File: src/rtl/count_monitor_pkg.sv
// count_monitor_pkg: shared types and default constants for count_monitor.
//   state_e    : HUNT / TRACK / LOCKED tracking states
//   DefWidth   : default monitored count width
//   DefLockCnt : default good increments needed to declare lock
//   DefErrW    : default error counter width
//   MatchW     : width of the consecutive-match counter (LOCK_CNT <= 15)
package count_monitor_pkg;

  typedef enum logic [1:0] {
    StHunt   = 2'd0,
    StTrack  = 2'd1,
    StLocked = 2'd2
  } state_e;

  localparam int unsigned DefWidth   = 8;
  localparam int unsigned DefLockCnt = 4;
  localparam int unsigned DefErrW    = 8;
  localparam int unsigned MatchW     = 4;

endpackage

File: src/rtl/sat_counter.sv
// sat_counter: saturating up-counter with synchronous clear.
//   clk : clock
//   rst : synchronous active-high reset, q -> 0
//   clr : clear; when asserted with inc the result is 1 (clear, then count)
//   inc : count one event, holding at all-ones
//   q   : current count
module sat_counter #(
  parameter int unsigned W = 8
) (
  input  logic         clk,
  input  logic         rst,
  input  logic         clr,
  input  logic         inc,
  output logic [W-1:0] q
);

  logic [W-1:0] q_q;
  logic [W-1:0] q_d;

  always_comb begin
    q_d = q_q;
    if (clr && inc) begin
      q_d = W'(1);
    end else if (clr) begin
      q_d = '0;
    end else if (inc && (q_q != {W{1'b1}})) begin
      q_d = q_q + W'(1);
    end
  end

  always_ff @(posedge clk) begin
    if (rst) begin
      q_q <= '0;
    end else begin
      q_q <= q_d;
    end
  end

  assign q = q_q;

endmodule

File: src/rtl/count_monitor.sv
// count_monitor: checks that a sampled count advances by exactly +1 (mod 2^WIDTH)
// per valid sample, reports lock, strobes on discontinuities while locked and keeps
// a saturating error tally.
//   clk         : clock
//   rst         : synchronous active-high reset
//   count_in    : observed count value
//   count_valid : sample count_in this cycle
//   err_clr     : clear err_count (an error in the same cycle leaves it at 1)
//   locked      : stream verified continuous
//   err_pulse   : one-cycle strobe per bad sample while locked
//   err_count   : saturating count of err_pulse events
//   last_count  : most recently accepted sample
// Optional build macro COUNT_MONITOR_HOLD_EN: a sample equal to last_count (stalled
// counter) is neither good nor bad and leaves state and match counter untouched.
module count_monitor
  import count_monitor_pkg::*;
#(
  parameter int unsigned WIDTH    = DefWidth,
  parameter int unsigned LOCK_CNT = DefLockCnt,
  parameter int unsigned ERR_W    = DefErrW
) (
  input  logic             clk,
  input  logic             rst,
  input  logic [WIDTH-1:0] count_in,
  input  logic             count_valid,
  input  logic             err_clr,
  output logic             locked,
  output logic             err_pulse,
  output logic [ERR_W-1:0] err_count,
  output logic [WIDTH-1:0] last_count
);

  state_e              state_q, state_d;
  logic [MatchW-1:0]   match_q, match_d;
  logic [WIDTH-1:0]    last_q, last_d;
  logic [WIDTH-1:0]    exp_val;
  logic                locked_q;
  logic                pulse_q, pulse_d;
  logic                hit;
  logic                stall;

  // Wrap from all-ones to zero falls out of the truncated add.
  assign exp_val = last_q + WIDTH'(1);
  assign hit     = (count_in == exp_val);

`ifdef COUNT_MONITOR_HOLD_EN
  assign stall = (count_in == last_q);
`else
  assign stall = 1'b0;
`endif

  always_comb begin
    state_d = state_q;
    match_d = match_q;
    last_d  = last_q;
    pulse_d = 1'b0;
    if (count_valid) begin
      last_d = count_in;
      unique case (state_q)
        StHunt: begin
          match_d = '0;
          state_d = StTrack;
        end
        StTrack: begin
          if (!stall) begin
            if (hit) begin
              match_d = match_q + MatchW'(1);
              if (match_d == MatchW'(LOCK_CNT)) begin
                state_d = StLocked;
              end
            end else begin
              // Reseed from this sample; no strobe until lock is regained.
              match_d = '0;
            end
          end
        end
        StLocked: begin
          if (!stall && !hit) begin
            pulse_d = 1'b1;
            match_d = '0;
            state_d = StTrack;
          end
        end
        default: begin
          match_d = '0;
          state_d = StHunt;
        end
      endcase
    end
  end

  always_ff @(posedge clk) begin
    if (rst) begin
      state_q  <= StHunt;
      match_q  <= '0;
      last_q   <= '0;
      locked_q <= 1'b0;
      pulse_q  <= 1'b0;
    end else begin
      state_q  <= state_d;
      match_q  <= match_d;
      last_q   <= last_d;
      locked_q <= (state_d == StLocked);
      pulse_q  <= pulse_d;
    end
  end

  // Fed from the next-state strobe so err_count moves on the same edge as err_pulse.
  sat_counter #(
    .W (ERR_W)
  ) u_err_cnt (
    .clk (clk),
    .rst (rst),
    .clr (err_clr),
    .inc (pulse_d),
    .q   (err_count)
  );

  assign locked     = locked_q;
  assign err_pulse  = pulse_q;
  assign last_count = last_q;

endmodule

File: config.mk
export PLATFORM = sky130hd
export DESIGN_NAME = count_monitor
export DESIGN_NICKNAME = d
export VERILOG_FILES = /design/src/rtl/count_monitor_pkg.sv /design/src/rtl/sat_counter.sv /design/src/rtl/count_monitor.sv
export SDC_FILE = /design/constraint.sdc
export NUM_CORES = 1
export LEC_CHECK = 0
export CORE_MARGIN = 2
export CORE_UTILIZATION = 35
export DETAILED_ROUTE_END_ITERATION = 7
export PLACE_DENSITY = 0.63
export SYNTH_ARGS = -nofsm -noshare
export SYNTH_HDL_FRONTEND = slang
export SYNTH_HIERARCHICAL = 1
export SYNTH_SLANG_ARGS = --single-unit
File: constraint.sdc
create_clock -name clk -period 6.8 [get_ports clk]
set_input_delay 1.02 -clock clk [delete_from_list [all_inputs] [get_ports clk]]
set_output_delay 1.02 -clock clk [all_outputs]
set_load 0.005 [all_outputs]
==> out/results.txt, run 1 <==
status = completed
gp weighted congestion = 0.8318
largest family of logic cells by synthesized area = simple AND/OR/NAND/NOR gates
Worst-Margin Slew = 0.9797 ns
overall power = 0.3133 mW
Setup Fix Bufs, Post-CTS = 0
Synthesis Warnings = 6
Die Y = 66.88 um
Slowest Stage Delay on Critical Path = 0.54 ns
post-synthesis sequential area ratio = 0.3472
Max IR drop VDD = 0.09770 mV
initial antenna violation count = 0
pin count of the biggest net entering global routing = 24
Die X = 66.88 um
Synth Area in Simple Gates = 0.2848
Synth Area in Compound Gates = 0.1745
critical path, cell by cell = clkdlybuf4s50_1 > xor2_1 > xnor2_1 > o211ai_2 > a21boi_4 > nor2_1 > nor2_1 > and4_1 > nand4_1 > or3_1 > a21oi_1
total congestion overflow = 0
layout cells sized above 1 = 0.06771
most used cell, CP = nor2_1
M2 GR Usage = 0.2675
Fmax = 0.2708 GHz
Die ar. = 0.004473 sq mm
cell area after layout = 0.001789 sq mm
layer with the highest usage = met2
Hold Path Depth = 2
predominant post-synthesis flop cell = dfxtp_1
Final Cycle Share = 0.5430
Gate Count Post-Synth = 163
vias per inst = 5.358
Max-cap violations = 0
Worst Path Arrival = 3.89 ns
first-pass GRT wire length = 5.237 mm
TNS Setup = 0 ns
Area Growth Syn to Fin = 29.30%
final hold vios = 0
Clock Skew = 0.002608 ns
CP Class = in2reg
Final Core Density = 0.4779
Setup crit end kind = flip-flop
vias in the first global route = 1,219
count of final max-slew check failures = 0
Tightest Hold Check Type = reg2reg
Worst-Skew Late Latency = 0.26 ns
Startpoint Class = input pin
power density cells = 175.1 mW/mm^2
Synth Register Bits = 24
Worst slew margin = 0.3448
Sink Count = 24
gr usage total = 0.1489
Routed Wire Length = 3.132 mm
setup violators final = 0
CP Data Required Time = 7.00 ns
leakage = 0.6489 nW
asr flop ratio synth = 0
Buffers on Ports = 29
number of nets in the layout = 208
CTS tree = done
io pins = 30
core area = 0.003744 sq mm
met3 Use GR = 0.02027
Max Fanout on Critical Path = 11
Antenna Diode Count = 0
clk buf depth = 2
fraction of synthesized area in multiplexers = 0.05787
Clock Pin Slew Worst Setup and Hold Paths = 0.09 ns
cell area after synthesis = 0.001384 sq mm
DRT Pass-1 Iters = 4
row count = 22
Vias = 1,286
RSZ-0062 raised after global routing = no
Avg WL per Cell = 13.05 um
number of CTS-inserted buffers = 3
post-cts hold buffer count = 0
R2R depth = 11
Initial Utilization = 0.3697
Starting DRT DRC Count = 61
Synth Area in XOR/XNOR = 0.08861
Adder-Cell Fraction of Synth Area = 0.02712
antenna-violating nets left = 0
Post-Syn Nets = 178
met1 capacity usage during global routing = 0.1854
clk root buf = clkbuf_8
Residual DRC = 0
post-synthesis cell type count = 41
Mapped Avg Cell Area = 8.490 sq um
DP HPWL = 2.294 mm
Slowest cell on crit path = clkdlybuf4s50_1
Post-synth EDFFs = 0
dpl cell area = 0.001718 sq mm
Post-CTS Resized = 0
H-tree levels = 1
crit path time final = 3.692 ns
[synthesized netlist by cell type (2+ instances only)]
master    count  area (sq um)
o21ai_0       5         25.02
or3_1         2         12.51
nand3_1       9         45.04
dfxtp_1      24         480.5
a21oi_1       5         25.02
a31oi_1       4         25.02
ha_1          3         37.54
nand3b_1      2         15.01
nand4_1       6         37.54
nand2b_1      3         18.77
xor2_1        4         35.03
nor3_1        3         15.01
xnor2_1      10         87.58
o21ba_1       2         20.02
mux2i_1       8         80.08
a211oi_1      4         30.03
o21bai_1      2         15.01
inv_1         3         11.26
nor2b_1       6         37.54
o21a_1        4         30.03
nand2_1      11         41.29
o211ai_1      2         15.01
nor2_1       21         78.83
clkbuf_1      3         11.26
[cell families after synthesis]
kind of cell             count (synthesis)
AND/OR/NAND/NOR                         74
AO/OA/AOI/OAI                           33
flip-flops                              24
XOR/XNOR                                14
multiplexers                             8
buffers and inverters                    7
adder cells (fa/ha/maj)                  3
[worst paths after layout]
check	startpoint	to	slack, ns
min reg2reg	u_err_cnt/q[1]$_SDFFE_PP0P_	u_err_cnt/q[1]$_SDFFE_PP0P_	0.49
max	count_in[7]	u_err_cnt/q[7]$_SDFFE_PP0P_	3.11
min	u_err_cnt/q[1]$_SDFFE_PP0P_	u_err_cnt/q[1]$_SDFFE_PP0P_	0.49
max reg2reg	last_count[0]$_SDFFE_PP0P_	u_err_cnt/q[7]$_SDFFE_PP0P_	3.67
[cell type report]
cell class                 instances  area [sq um]
multi-input combinational        132         875.8
clock buffer                       3         41.29
tap                               48         60.06
sequential                        24         480.5
clock inverter                     1         30.03
fill                             393          1954
timing repair buffer              29         290.3
inverter                           3         11.26
[critical path: cells and delay by family]
kind            cells  cell delay (ns)
buf+inv             1             0.54
compound gates      3             0.54
xor+xnor            2             0.43
simple gates        5             1.34
[where the power goes]
group | internal, mW | switching [mW]
registers | 0.144 | 0.00478
logic | 0.0224 | 0.0183
clock network | 0.0786 | 0.0455
total | 0.245 | 0.0686
[sequential cells by signal (all words and copies together) (netlist names)]
| register | count |
|---|---|
| err_pulse | 1 |
| last_count | 8 |
| locked | 1 |
| match_q | 4 |
| state_q | 2 |
| u_err_cnt/q | 8 |
[per-layer routing]
layer | vias up | wire length, um
met3 | 4 | 133
met4 | 0 | 21
met2 | 33 | 1532
met1 | 602 | 1445
li1 | 647 | -
met5 | - | 0
[per-stage QoR]
step	setup WS, ns	hold slack [ns]	instances
2_1_floorplan	4.021	0.4719	163
3_3_place_gp	3.023	0.4814	236
3_5_place_dp	2.863	0.4837	236
4_1_cts	3.145	0.4988	240
5_1_grt	2.955	0.5382	240
6_report	3.108	0.4924	240
[cell usage in the layout, fill, tap and decap left out, types with 2 or more instances in the layout]
cell type        count
nand2b_1             3
xnor2_1             10
nand3b_1             2
a211oi_1             4
nand4_1              6
inv_1                3
a21oi_1              5
dfxtp_1             24
a31oi_1              4
mux2i_1              8
or3_1                2
o211ai_1             2
ha_1                 3
clkbuf_8             3
clkdlybuf4s50_1     29
nand3_1              9
o21ai_0              5
nor2_1              21
nor2b_1              6
o21a_1               4
nand2_1             11
nor3_1               3
xor2_1               4
o21ba_1              2
o21bai_1             2
(Power assumes the default switching activity.)
==> inputs of run 2 (changes only) <==
Clock period 6.8 ns to 3.71 ns, I/O delays scaled along.
==> out/results.txt, run 2 (synthesis results as in run 1) <==
status = completed (unchanged)
CP Class = in2reg (unchanged)
TNS Setup = 0 ns (unchanged)
critical path, cell by cell = clkdlybuf4s50_1 > xor2_1 > xnor2_1 > o211ai_2 > a21boi_4 > nor2_1 > nor2_1 > buf_4 > and4_1 > nand4_1 > or3_1 > a21oi_1 (was clkdlybuf4s50_1 > xor2_1 > xnor2_1 > o211ai_2 > a21boi_4 > nor2_1 > nor2_1 > and4_1 > nand4_1 > or3_1 > a21oi_1)
Slowest cell on crit path = clkdlybuf4s50_1 (unchanged)
vias in the first global route = 1,283 (was 1,219)
final hold vios = 0 (unchanged)
vias per inst = 5.384 (was 5.358)
number of nets in the layout = 210 (was 208)
Die ar. = 0.004473 sq mm (unchanged)
commonest cells after routing, fill and taps aside = clkdlybuf4s50_1 (29), dfxtp_1 (24), nor2_1 (21) (unchanged)
Worst-Margin Slew = 0.5498 ns (was 0.9797 ns)
Final Cycle Share = 0.7916
Startpoint Class = input pin (unchanged)
crit path time final = 2.937 ns
Max-cap violations = 0 (unchanged)
number of CTS-inserted buffers = 3 (unchanged)
antenna-violating nets left = 0 (unchanged)
Setup Fix Bufs, Post-CTS = 0 (unchanged)
power density cells = 291.7 mW/mm^2 (was 175.1 mW/mm^2)
commonest non-fill, non-tap cell in the layout = clkdlybuf4s50_1 (unchanged)
Sink Count = 24 (unchanged)
Initial Utilization = 0.3697 (unchanged)
footprint of the multi-input gates = 875.8 sq um (unchanged)
Post-CTS Resized = 0 (unchanged)
gp weighted congestion = 0.8437 (was 0.8318)
Layout fillers = 385 (was 393)
post-cts hold buffer count = 0 (unchanged)
CTS tree = done (unchanged)
leakage = 0.6522 nW (was 0.6489 nW)
Area Growth Syn to Fin = 29.20% (was 29.30%)
Vias = 1,303 (was 1,286)
Antenna Diode Count = 0 (unchanged)
Clock Skew = 0.003149 ns (was 0.002608 ns)
Worst-Skew Late Latency = 0.26 ns (about the same)
Worst slew margin = 0.6323 (was 0.3448)
Clock Pin Slew Worst Setup and Hold Paths = 0.08 ns (was 0.09 ns)
Starting DRT DRC Count = 34 (was 61)
initial antenna violation count = 0 (unchanged)
final non-filler cell total = 242 (was 240)
io pins = 30 (unchanged)
total congestion overflow = 0 (unchanged)
pin count of the biggest net entering global routing = 24 (unchanged)
DP HPWL = 2.272 mm (was 2.294 mm)
Max Fanout on Critical Path = 11 (unchanged)
Max IR drop VDD = 0.1656 mV (was 0.09770 mV)
clk buf depth = 2 (unchanged)
setup violators final = 0 (unchanged)
Die X = 66.88 um (unchanged)
CP Data Required Time = 3.91 ns (was 7.00 ns)
first-pass GRT wire length = 5.382 mm (was 5.237 mm)
Fmax = 0.3405 GHz
Slowest Stage Delay on Critical Path = 0.54 ns (about the same)
Hold WS = 0.4991 ns (was 0.4924 ns)
Routed Wire Length = 3.156 mm (was 3.132 mm)
row count = 22 (unchanged)
Avg WL per Cell = 13.04 um (was 13.05 um)
H-tree levels = 1 (unchanged)
clk root buf = clkbuf_8 (unchanged)
core area = 0.003744 sq mm (unchanged)
Setup crit end kind = flip-flop (unchanged)
Residual DRC = 0 (unchanged)
most used cell, CP = nor2_1 (unchanged)
DRT Pass-1 Iters = 4 (unchanged)
Buffers on Ports = 29 (unchanged)
Tightest Hold Check Type = reg2reg (unchanged)
Worst Path Arrival = 3.13 ns (was 3.89 ns)
layout cells sized above 1 = 0.07732 (was 0.06771)
RSZ-0062 raised after global routing = no (unchanged)
register area = 480.5 sq um (unchanged)
gr usage total = 0.1521 (was 0.1489)
count of final max-slew check failures = 0 (unchanged)
Die Y = 66.88 um (unchanged)
placed cells = 238 (was 236)
run 2: layer usage:
layer,GRT usage,vias up,wire length (um)
li1,-,649,-
met1,0.1842,620,1474
met2,0.2800,30,1512
met3,0.02196,4,146
met4,0.03571,0,21
met5,0,-,0
run 2: cell type report:
type                    instances  area share
well taps                      48     0.03359
repair buffers                 31      0.1707
inverters                       3    0.006298
flip-flops and latches         24      0.2687
clock buffers                   4     0.03079
multi-input cells             132      0.4899
run 2: worst paths after layout:
check	startpoint	end	slack, ns	cells past startpoint
max	count_in[7]	u_err_cnt/q[7]$_SDFFE_PP0P_	0.77	12
min	u_err_cnt/q[1]$_SDFFE_PP0P_	u_err_cnt/q[1]$_SDFFE_PP0P_	0.50	2
max reg2reg	last_count[0]$_SDFFE_PP0P_	u_err_cnt/q[7]$_SDFFE_PP0P_	0.86	12
min reg2reg	u_err_cnt/q[1]$_SDFFE_PP0P_	u_err_cnt/q[1]$_SDFFE_PP0P_	0.50	2
run 2: stage by stage:
stage	power (mW)	util	instance area, sq um	setup slack (ns)
after floorplan	0.3193	-	1384	1.271
after CTS	0.5302	0.4776	1788	0.7868
after detailed placement	0.3535	0.4629	1733	0.5162
final	0.5216	0.4776	1788	0.7731
after global routing	0.5496	0.4776	1788	0.6530
after global placement	0.3512	0.4629	1733	0.6333
run 2: critical path, delay by kind of cell:
family,cells,cell delay [ns]
simple gates,5,0.88
compound gates,3,0.56
buf+inv,2,0.71
xor+xnor,2,0.43
run 2: power by group:
group	internal, mW	switching [mW]	leakage, nW	total (mW)
Clock	0.0945	0.0799	0.0288	0.174
Combinational	0.0414	0.0333	0.428	0.0747
Sequential	0.263	0.00914	0.195	0.272
==> inputs of run 3 (changes only) <==
Settings changed: PLACE_DENSITY 0.63 to 0.65.
Clock period 3.71 ns to 2.54 ns, I/O delays scaled along.
==> out/results.txt, run 3 (synthesis results as in run 1) <==
CP Data Required Time = 2.69 ns (was 3.91 ns)
final hold vios = 0 (unchanged)
Max Fanout on Critical Path = 8 (was 11)
Max-cap violations = 0 (unchanged)
met1 capacity usage during global routing = 0.1801 (was 0.1842)
placed cells = 244 (was 238)
number of CTS-inserted buffers = 3 (unchanged)
Setup crit end kind = flip-flop (unchanged)
Die X = 66.88 um (unchanged)
Fmax = 0.4115 GHz
Final Cycle Share = 0.9568
setup violators final = 0 (unchanged)
Clock Skew = 0.002195 ns (was 0.003149 ns)
io pins = 30 (unchanged)
critical path, cell by cell = clkdlybuf4s50_1 > xnor2_1 > or4_1 > o211ai_2 > a21boi_4 > nor2_2 > nor2_2 > buf_4 > and4_2 > o21ai_0 > a31oi_1 (was clkdlybuf4s50_1 > xor2_1 > xnor2_1 > o211ai_2 > a21boi_4 > nor2_1 > nor2_1 > buf_4 > and4_1 > nand4_1 > or3_1 > a21oi_1)
pin count of the biggest net entering global routing = 22 (was 24)
total congestion overflow = 0 (unchanged)
power density cells = 454.1 mW/mm^2 (was 291.7 mW/mm^2)
Clock Pin Slew Worst Setup and Hold Paths = 0.09 ns (was 0.08 ns)
Avg WL per Cell = 13.02 um (was 13.04 um)
cell area after layout = 0.001877 sq mm (was 0.001788 sq mm)
Vias = 1,339 (was 1,303)
Worst-Skew Late Latency = 0.27 ns (was 0.26 ns)
Residual DRC = 0 (unchanged)
commonest cells after routing, fill and taps aside = clkdlybuf4s50_1 (29), dfxtp_1 (22), nor2_1 (19) (was clkdlybuf4s50_1 (29), dfxtp_1 (24), nor2_1 (21))
layer with the highest usage = met2 (unchanged)
Reg power frac = 0.467 (was 0.522)
Slowest Stage Delay on Critical Path = 0.53 ns (was 0.54 ns)
core area = 0.003744 sq mm (unchanged)
dpl cell area = 0.001778 sq mm (was 0.001733 sq mm)
DRT Pass-1 Iters = 4 (unchanged)
layout cells sized above 1 = 0.1350 (was 0.07732)
initial antenna violation count = 0 (unchanged)
Buffers on Ports = 29 (unchanged)
Post-CTS Resized = 0 (unchanged)
Worst-Margin Slew = 0.5844 ns (was 0.5498 ns)
Worst slew margin = 0.6091 (was 0.6323)
Worst Path Arrival = 2.58 ns (was 3.13 ns)
Psw = 0.1900 mW (was 0.1223 mW)
CP Class = in2reg (unchanged)
total internal power = 0.6623 mW (was 0.3993 mW)
vias per inst = 5.399 (was 5.384)
Max IR drop VDD = 0.3015 mV (was 0.1656 mV)
status = completed (unchanged)
clock power share = 0.393 (was 0.334)
Startpoint Class = input pin (unchanged)
clk buf depth = 2 (unchanged)
most used cell, CP = nor2_2 (was nor2_1)
Gate power share = 0.140 (was 0.143)
gp weighted congestion = 0.8269 (was 0.8437)
Initial Utilization = 0.3697 (unchanged)
Place WS = -0.1896 ns (was 0.5162 ns)
Routed Wire Length = 3.230 mm (was 3.156 mm)
Switching Fraction = 0.2230 (was 0.2345)
number of nets in the layout = 216 (was 210)
DP HPWL = 2.345 mm (was 2.272 mm)
Tightest Hold Check Type = reg2reg (unchanged)
Final Core Density = 0.5013 (was 0.4776)
Starting DRT DRC Count = 83 (was 34)
crit path time final = 2.430 ns
commonest non-fill, non-tap cell in the layout = clkdlybuf4s50_1 (unchanged)
Area Growth Syn to Fin = 35.62% (was 29.20%)
Bufs and invs on worst path = 2 (unchanged)
Final WS setup = 0.1097 ns (was 0.7731 ns)
vias in the first global route = 1,249 (was 1,283)
count of final max-slew check failures = 0 (unchanged)
Die Y = 66.88 um (unchanged)
Sink Count = 24 (unchanged)
CTS tree = done (unchanged)
antenna-violating nets left = 0 (unchanged)
first-pass GRT wire length = 5.292 mm (was 5.382 mm)
Hold WS = 0.5015 ns (was 0.4991 ns)
family with the most delay on the worst path = simple AND/OR/NAND/NOR gates (unchanged)
TNS Setup = 0 ns (unchanged)
row count = 22 (unchanged)
clk root buf = clkbuf_8 (unchanged)
M2 GR Usage = 0.2713 (was 0.2800)
overall power = 0.8523 mW (was 0.5216 mW)
Setup Fix Bufs, Post-CTS = 0 (unchanged)
gr usage total = 0.1521 (about the same)
final non-filler cell total = 248 (was 242)
Die ar. = 0.004473 sq mm (unchanged)
met3 Use GR = 0.04561 (was 0.02196)
post-cts hold buffer count = 0 (unchanged)
Slowest cell on crit path = or4_1 (was clkdlybuf4s50_1)
leakage = 0.6863 nW (was 0.6522 nW)
H-tree levels = 1 (unchanged)
Antenna Diode Count = 0 (unchanged)
-- run 3: final timing paths --
path | endpoint | cells after the start | start | slack, ns
worst max-delay path | u_err_cnt/q[4]$_SDFFE_PP0P_ | 11 | count_in[7] | 0.11
worst min-delay path | u_err_cnt/q[1]$_SDFFE_PP0P_ | 2 | u_err_cnt/q[1]$_SDFFE_PP0P_ | 0.50
worst max register to register | u_err_cnt/q[7]$_SDFFE_PP0P_ | 10 | last_count[3]$_SDFFE_PP0P_ | 0.17
worst min register to register | u_err_cnt/q[1]$_SDFFE_PP0P_ | 2 | u_err_cnt/q[1]$_SDFFE_PP0P_ | 0.50
-- run 3: area by class of cell --
class | count | area [sq um]
Timing Repair Buffer | 37 | 350.3
Clock inverter | 1 | 30.03
Tap cell | 48 | 60.06
Sequential cell | 24 | 483.0
Clock buffer | 3 | 41.29
Multi-Input combinational cell | 132 | 900.9
Fill cell | 370 | 1867
Inverter | 3 | 11.26
-- run 3: metal layers --
layer	routed length [um]	vias up
li1	-	664
met1	1399	639
met2	1636	34
met3	175	2
met4	18	0
met5	0	-
-- run 3: worst reg2reg max path: stages, from the launching register on --
cell	delay [ns]
dfxtp_1	0.45
nand4_2	0.17
or3_1	0.37
nand3_1	0.10
a21boi_4	0.18
nor2_2	0.07
nor2_2	0.14
and4_1	0.26
nand4_1	0.11
or3_1	0.32
a21oi_1	0.14
-- run 3: power by group through the flow --
stage / clock network [mW] / registers, mW / logic [mW]
after CTS: 0.345 / 0.397 / 0.117
after floorplan: 0 / 0.405 / 0.0614
after detailed placement: 0 / 0.406 / 0.116
final: 0.335 / 0.398 / 0.119
after global placement: 0 / 0.405 / 0.114
after global routing: 0.358 / 0.400 / 0.130
==> RTL edit 1: new RTL, settings of run 3 <==
`DefErrW`: 8 -> 4.
--- a/src/rtl/count_monitor_pkg.sv
+++ b/src/rtl/count_monitor_pkg.sv
@@ -16,3 +16,3 @@
   localparam int unsigned DefLockCnt = 4;
-  localparam int unsigned DefErrW    = 8;
+  localparam int unsigned DefErrW    = 4;
   localparam int unsigned MatchW     = 4;
Interface: changed (resized err_count); port bits go from 30 to 26. No check against the original RTL was run, so the function may have changed too.
==> RTL edit 1 against run 3 <==
- synthesized cell count down 16%
- wire length shrank 22%
- area after synthesis decreased by 14%
- setup slack improved by 0.088 ns
- global-route usage down 0.43 points
- sequential power shrank 16%
- critical endpoint is now u_err_cnt/q[3]
- sequential cell count decreased by 4
- final area fell by 18%
- fmax rose by 3.7%
- largest power group unchanged
- count of clock-buffer cells in the layout did not move
- total power is 30% lower
- non-clock buffer count decreased by 7
==> RTL edit 1: results (changes against run 3) <==
Run status
  • Status: complete, no violations (unchanged)

Logic synthesis
  • Synth top area cells: dfxtp_1, xnor2_1, mux2i_1 (unchanged)
  • Sequential fraction of the synthesis area: 33.8% (was 34.7%)
  • Syn_area_per_cell: 8.65 sq um (was 8.49 sq um)
  • Synth unique cells: 38 (was 41)
  • Synth Area in XOR/XNOR: 8.87% (was 8.86%)
  • Mux contribution to synthesized area: 6.76% (was 5.79%)
  • Post-synthesis compound-gate area fraction: 19.5% (was 17.5%)
  • Syn nets: 152 (was 178)
  • Post-synthesis adder-cell area fraction: 3.17% (was 2.71%)

Cells and area
  • Total Nets Final: 184 (was 216)
  • Buffers excl. clock: 30 (was 37)
  • Signal buffers share of area: 18.6% (was 18.7%)
  • Area of the multi-input gates: 764 sq um (was 901 sq um)
  • Fraction of layout cells with a size suffix above 1: 10.2% (was 13.5%)

Power and ir drop
  • P_sw: 152 uW (was 190 uW)
  • Leakage: 0.000565 uW (was 0.000686 uW)
  • Comb power frac: 19.0% (was 14.0%)
  • Sequential power: 334 uW (was 398 uW)

Global route
  • Gr usage total: 14.8% (was 15.2%)
  • First-pass GRT wire length: 4.80 mm (was 5.29 mm)

Critical path
  • Slowest stage cell, crit path: dfxtp_1 (was or4_1)
  • CP Capture Point: u_err_cnt/q[3] (was u_err_cnt/q[4])
  • Worst EP arrival: 2.53 ns (was 2.58 ns)
  • Setup slack, reg-to-reg: 0.20 ns (was 0.17 ns)
  • Worst path max stage delay: 0.42 ns (was 0.53 ns)

Placement
  • Placement Setup Slack: -0.180 ns (was -0.190 ns)
  • IO buf count: 25 (was 29)
  • Post-DP HPWL: 1.91 mm (was 2.34 mm)

Detailed routing
  • DRT Wirelength: 2.53 mm (was 3.23 mm)
  • 1st-iter DRT viols: 49 (was 83)
  • Total number of vias: 1076 (was 1339)
  • Routed WL per cell: 11.9 microns (was 13.0 microns)

STA
  • Actual slew at the worst max-slew pin: 0.614 ns (was 0.584 ns)
  • Final setup margin: 0.197 ns (was 0.110 ns)

CTS
  • Clock Latency Late Sink: 0.30 ns (was 0.27 ns)
  • Clk sinks: 20 (was 24)
==> RTL edit 1: cell count changes after synthesis, sizes merged, moves of 2 or more <==
cell     delta
nand2       -2
dfxtp       -4
xor2        -2
a2111oi     +2
or2         -2
nand4       -3
nor2        -2
a31oi       -2
a21oi       -2
o21ai       -2
==> RTL edit 1: worst min path at each step <==
stage	slack [ns]	cells after the start	startpoint	to
2_1_floorplan	0.45	1	rst	u_err_cnt/q[0]
4_1_cts	0.56	1	state_q[1]	state_q[0]
3_5_place_dp	0.54	1	state_q[1]	state_q[0]
6_report	0.56	2	u_err_cnt/q[0]	u_err_cnt/q[0]
5_1_grt	0.59	1	state_q[1]	state_q[0]
3_3_place_gp	0.52	1	state_q[1]	state_q[0]
==> RTL edit 1: routing by layer <==
layer	GRT usage (%)	wire length, microns	vias up
li1	-	-	559
met1	20.8	1220	486
met2	23.2	1160	29
met3	2.54	131	2
met4	4.44	17	0
met5	0	0	-
==> RTL edit 2: new RTL, settings of run 3 <==
Made on the original files. Encoding of `state_e`: now one-hot (3 bits for 3 states).
--- a/src/rtl/count_monitor_pkg.sv
+++ b/src/rtl/count_monitor_pkg.sv
@@ -8,6 +8,6 @@
 
-  typedef enum logic [1:0] {
-    StHunt   = 2'd0,
-    StTrack  = 2'd1,
-    StLocked = 2'd2
+  typedef enum logic [2:0] {
+    StHunt   = 3'b001,
+    StTrack  = 3'b010,
+    StLocked = 3'b100
   } state_e;
Check against the original RTL: no difference found for any inputs over 10 cycles, from zero or initial values and one cycle with rst high; not proved beyond that.
==> RTL edit 2 against run 3 <==
- setup slack better by 0.18 ns
- die area down 0.34%
- final area down 3.5%
- wire length down 3.9%
- synthesized cell count up 3.7%
- cell count up 2.0%
- total power down 10%
- sequential cell count up 1
- clock skew down 0.00055 ns
- area after synthesis down 0.36%
- highest routed layer unchanged
- first-iteration DRC count down 34%
- non-clock buffer count unchanged
==> RTL edit 2: results (changes against run 3) <==
Placement
  • Gpl congestion: 0.777 (was 0.827)
  • Placement Setup Slack: 0.00666 ns (was -0.190 ns)
  • Area after DPL: 1770 sq um (was 1780 sq um)
  • Post-DP HPWL: 2.35 mm (was 2.34 mm)

Logic synthesis
  • Top FF cell, synth: dfxtp_1 (unchanged)
  • Synth top cells by count: dfxtp_1, nor2_1, nand2_1 (unchanged)
  • Synth top area share: 36.3% (was 34.7%)
  • Post-synthesis cell count: 169 (was 163)
  • Sequential fraction of the synthesis area: 36.3% (was 34.7%)
  • Synth top area cells: dfxtp_1, mux2i_1, nor2_1 (was dfxtp_1, xnor2_1, mux2i_1)
  • Ys async rst share: 0% (unchanged)
  • Mux contribution to synthesized area: 5.81% (was 5.79%)
  • Syn. warnings: 6 (unchanged)
  • Syn nets: 184 (was 178)
  • Post-synthesis adder-cell area fraction: 2.72% (was 2.71%)
  • Post-synthesis compound-gate area fraction: 15.1% (was 17.5%)
  • Synth Area in XOR/XNOR: 8.26% (was 8.86%)
  • Synth unique cells: 39 (was 41)

Power and ir drop
  • Power Internal: 578 uW (was 662 uW)
  • Leakage: 0.000658 uW (was 0.000686 uW)
  • VDD IR max: 0.169 mV (was 0.302 mV)

Critical path
  • Worst r2r path cells: 10 (unchanged)
  • CP endpoint kind: flop (unchanged)
  • Setup slack, reg-to-reg: 0.32 ns (was 0.17 ns)
  • Worst EP arrival: 2.45 ns (was 2.58 ns)
  • CP startpoint: count_in[2] (was count_in[7])
  • Reg2reg start: last_count[0] (was last_count[3])
  • Worst-path fanout max: 4 (was 8)

Detailed routing
  • Number of detailed-route iterations in the first pass: 4 (unchanged)
  • 1st-iter DRT viols: 55 (was 83)
  • Total number of vias: 1327 (was 1339)
  • Routed WL per cell: 12.3 microns (was 13.0 microns)

CTS
  • Total CTS buffers: 3 (unchanged)
  • Postcts setup bufs: 0 (unchanged)
  • Max clock buf depth: 2 (unchanged)
  • Clock Latency Late Sink: about 0.26 ns

Global route
  • First-pass GRT wire length: 5.19 mm (was 5.29 mm)
  • Initial antenna violation count: 0 (unchanged)
  • Vias in the first global route: 1150 (was 1249)
  • Gr usage total: 15.0% (was 15.2%)
  • Largest net degree at the start of global routing: 19 (was 22)

STA
  • Post-layout min period: 2.25 ns (was 2.43 ns)
  • Skew final: 0.00164 ns (was 0.00219 ns)
  • Relative slew margins: 79.1% (was 60.9%)

Cells and area
  • Fin cells: 253 (was 248)
  • Fraction of layout cells with a size suffix above 1: 8.29% (was 13.5%)
  • Total Nets Final: 221 (was 216)
  • FILL cells: 393 (was 370)
  • # diodes: 0 (unchanged)

Hold path
  • HP Class: reg2reg (unchanged)

Run status
  • Status: complete, no violations (unchanged)
==> RTL edit 2: changes by cell type in the layout (fill, tap and decap cells not counted), moves of 4 or more <==
cell / delta
nor2b_1: -5
a21oi_1: +5
a31oi_1: +4
o21a_1: -4
==> RTL edit 2: area by class of cell <==
type	instances	area, sq um	share of cell area [%]
Tap cell	48	60.1	3.32
Clock buffer	4	45.0	2.49
Sequential cell	25	500	27.6
Inverter	4	15.0	0.829
Timing Repair Buffer	37	350	19.4
Multi-Input combinational cell	135	840	46.4
==> RTL edit 2: metal layers <==
layer | part of all wire, % | wire length, microns | track usage [%]
met5 | 0 | 0 | 0
met2 | 46 | 1420 | 22.6
met3 | 2.6 | 81 | 2.53
met4 | 0.93 | 29 | 6.12
met1 | 51 | 1570 | 21.0
==> RTL edit 2: worst max-delay path: stages <==
cell and delay [ns]:
clkdlybuf4s50_1 0.46, nand2b_1 0.19, a21o_1 0.16, a31oi_1 0.19, nor4_2 0.06, nor2_1 0.17
and4_1 0.26, nand4_1 0.11, or3_1 0.32, a21oi_1 0.14
==> RTL edit 2: worst min path at each step <==
stage                           endpoint  depth (start not counted)  slack, ns           start
after floorplan               match_q[0]                          1       0.45             rst
after global placement        match_q[3]                          2       0.49      match_q[3]
after detailed placement      match_q[3]                          2       0.49      match_q[3]
after CTS                     match_q[3]                          2       0.50      match_q[3]
after global routing      u_err_cnt/q[1]                          2       0.53  u_err_cnt/q[1]
final                         match_q[3]                          2       0.50      match_q[3]
==> RTL edit 2: power groups by stage <==
stage | Combinational, uW | Clock, uW | Sequential [uW]
finish | 117 | 233 | 415
global route | 129 | 266 | 417
CTS | 118 | 243 | 415
detailed placement | 118 | 0 | 424
global placement | 117 | 0 | 424
floorplan | 61.2 | 0 | 425
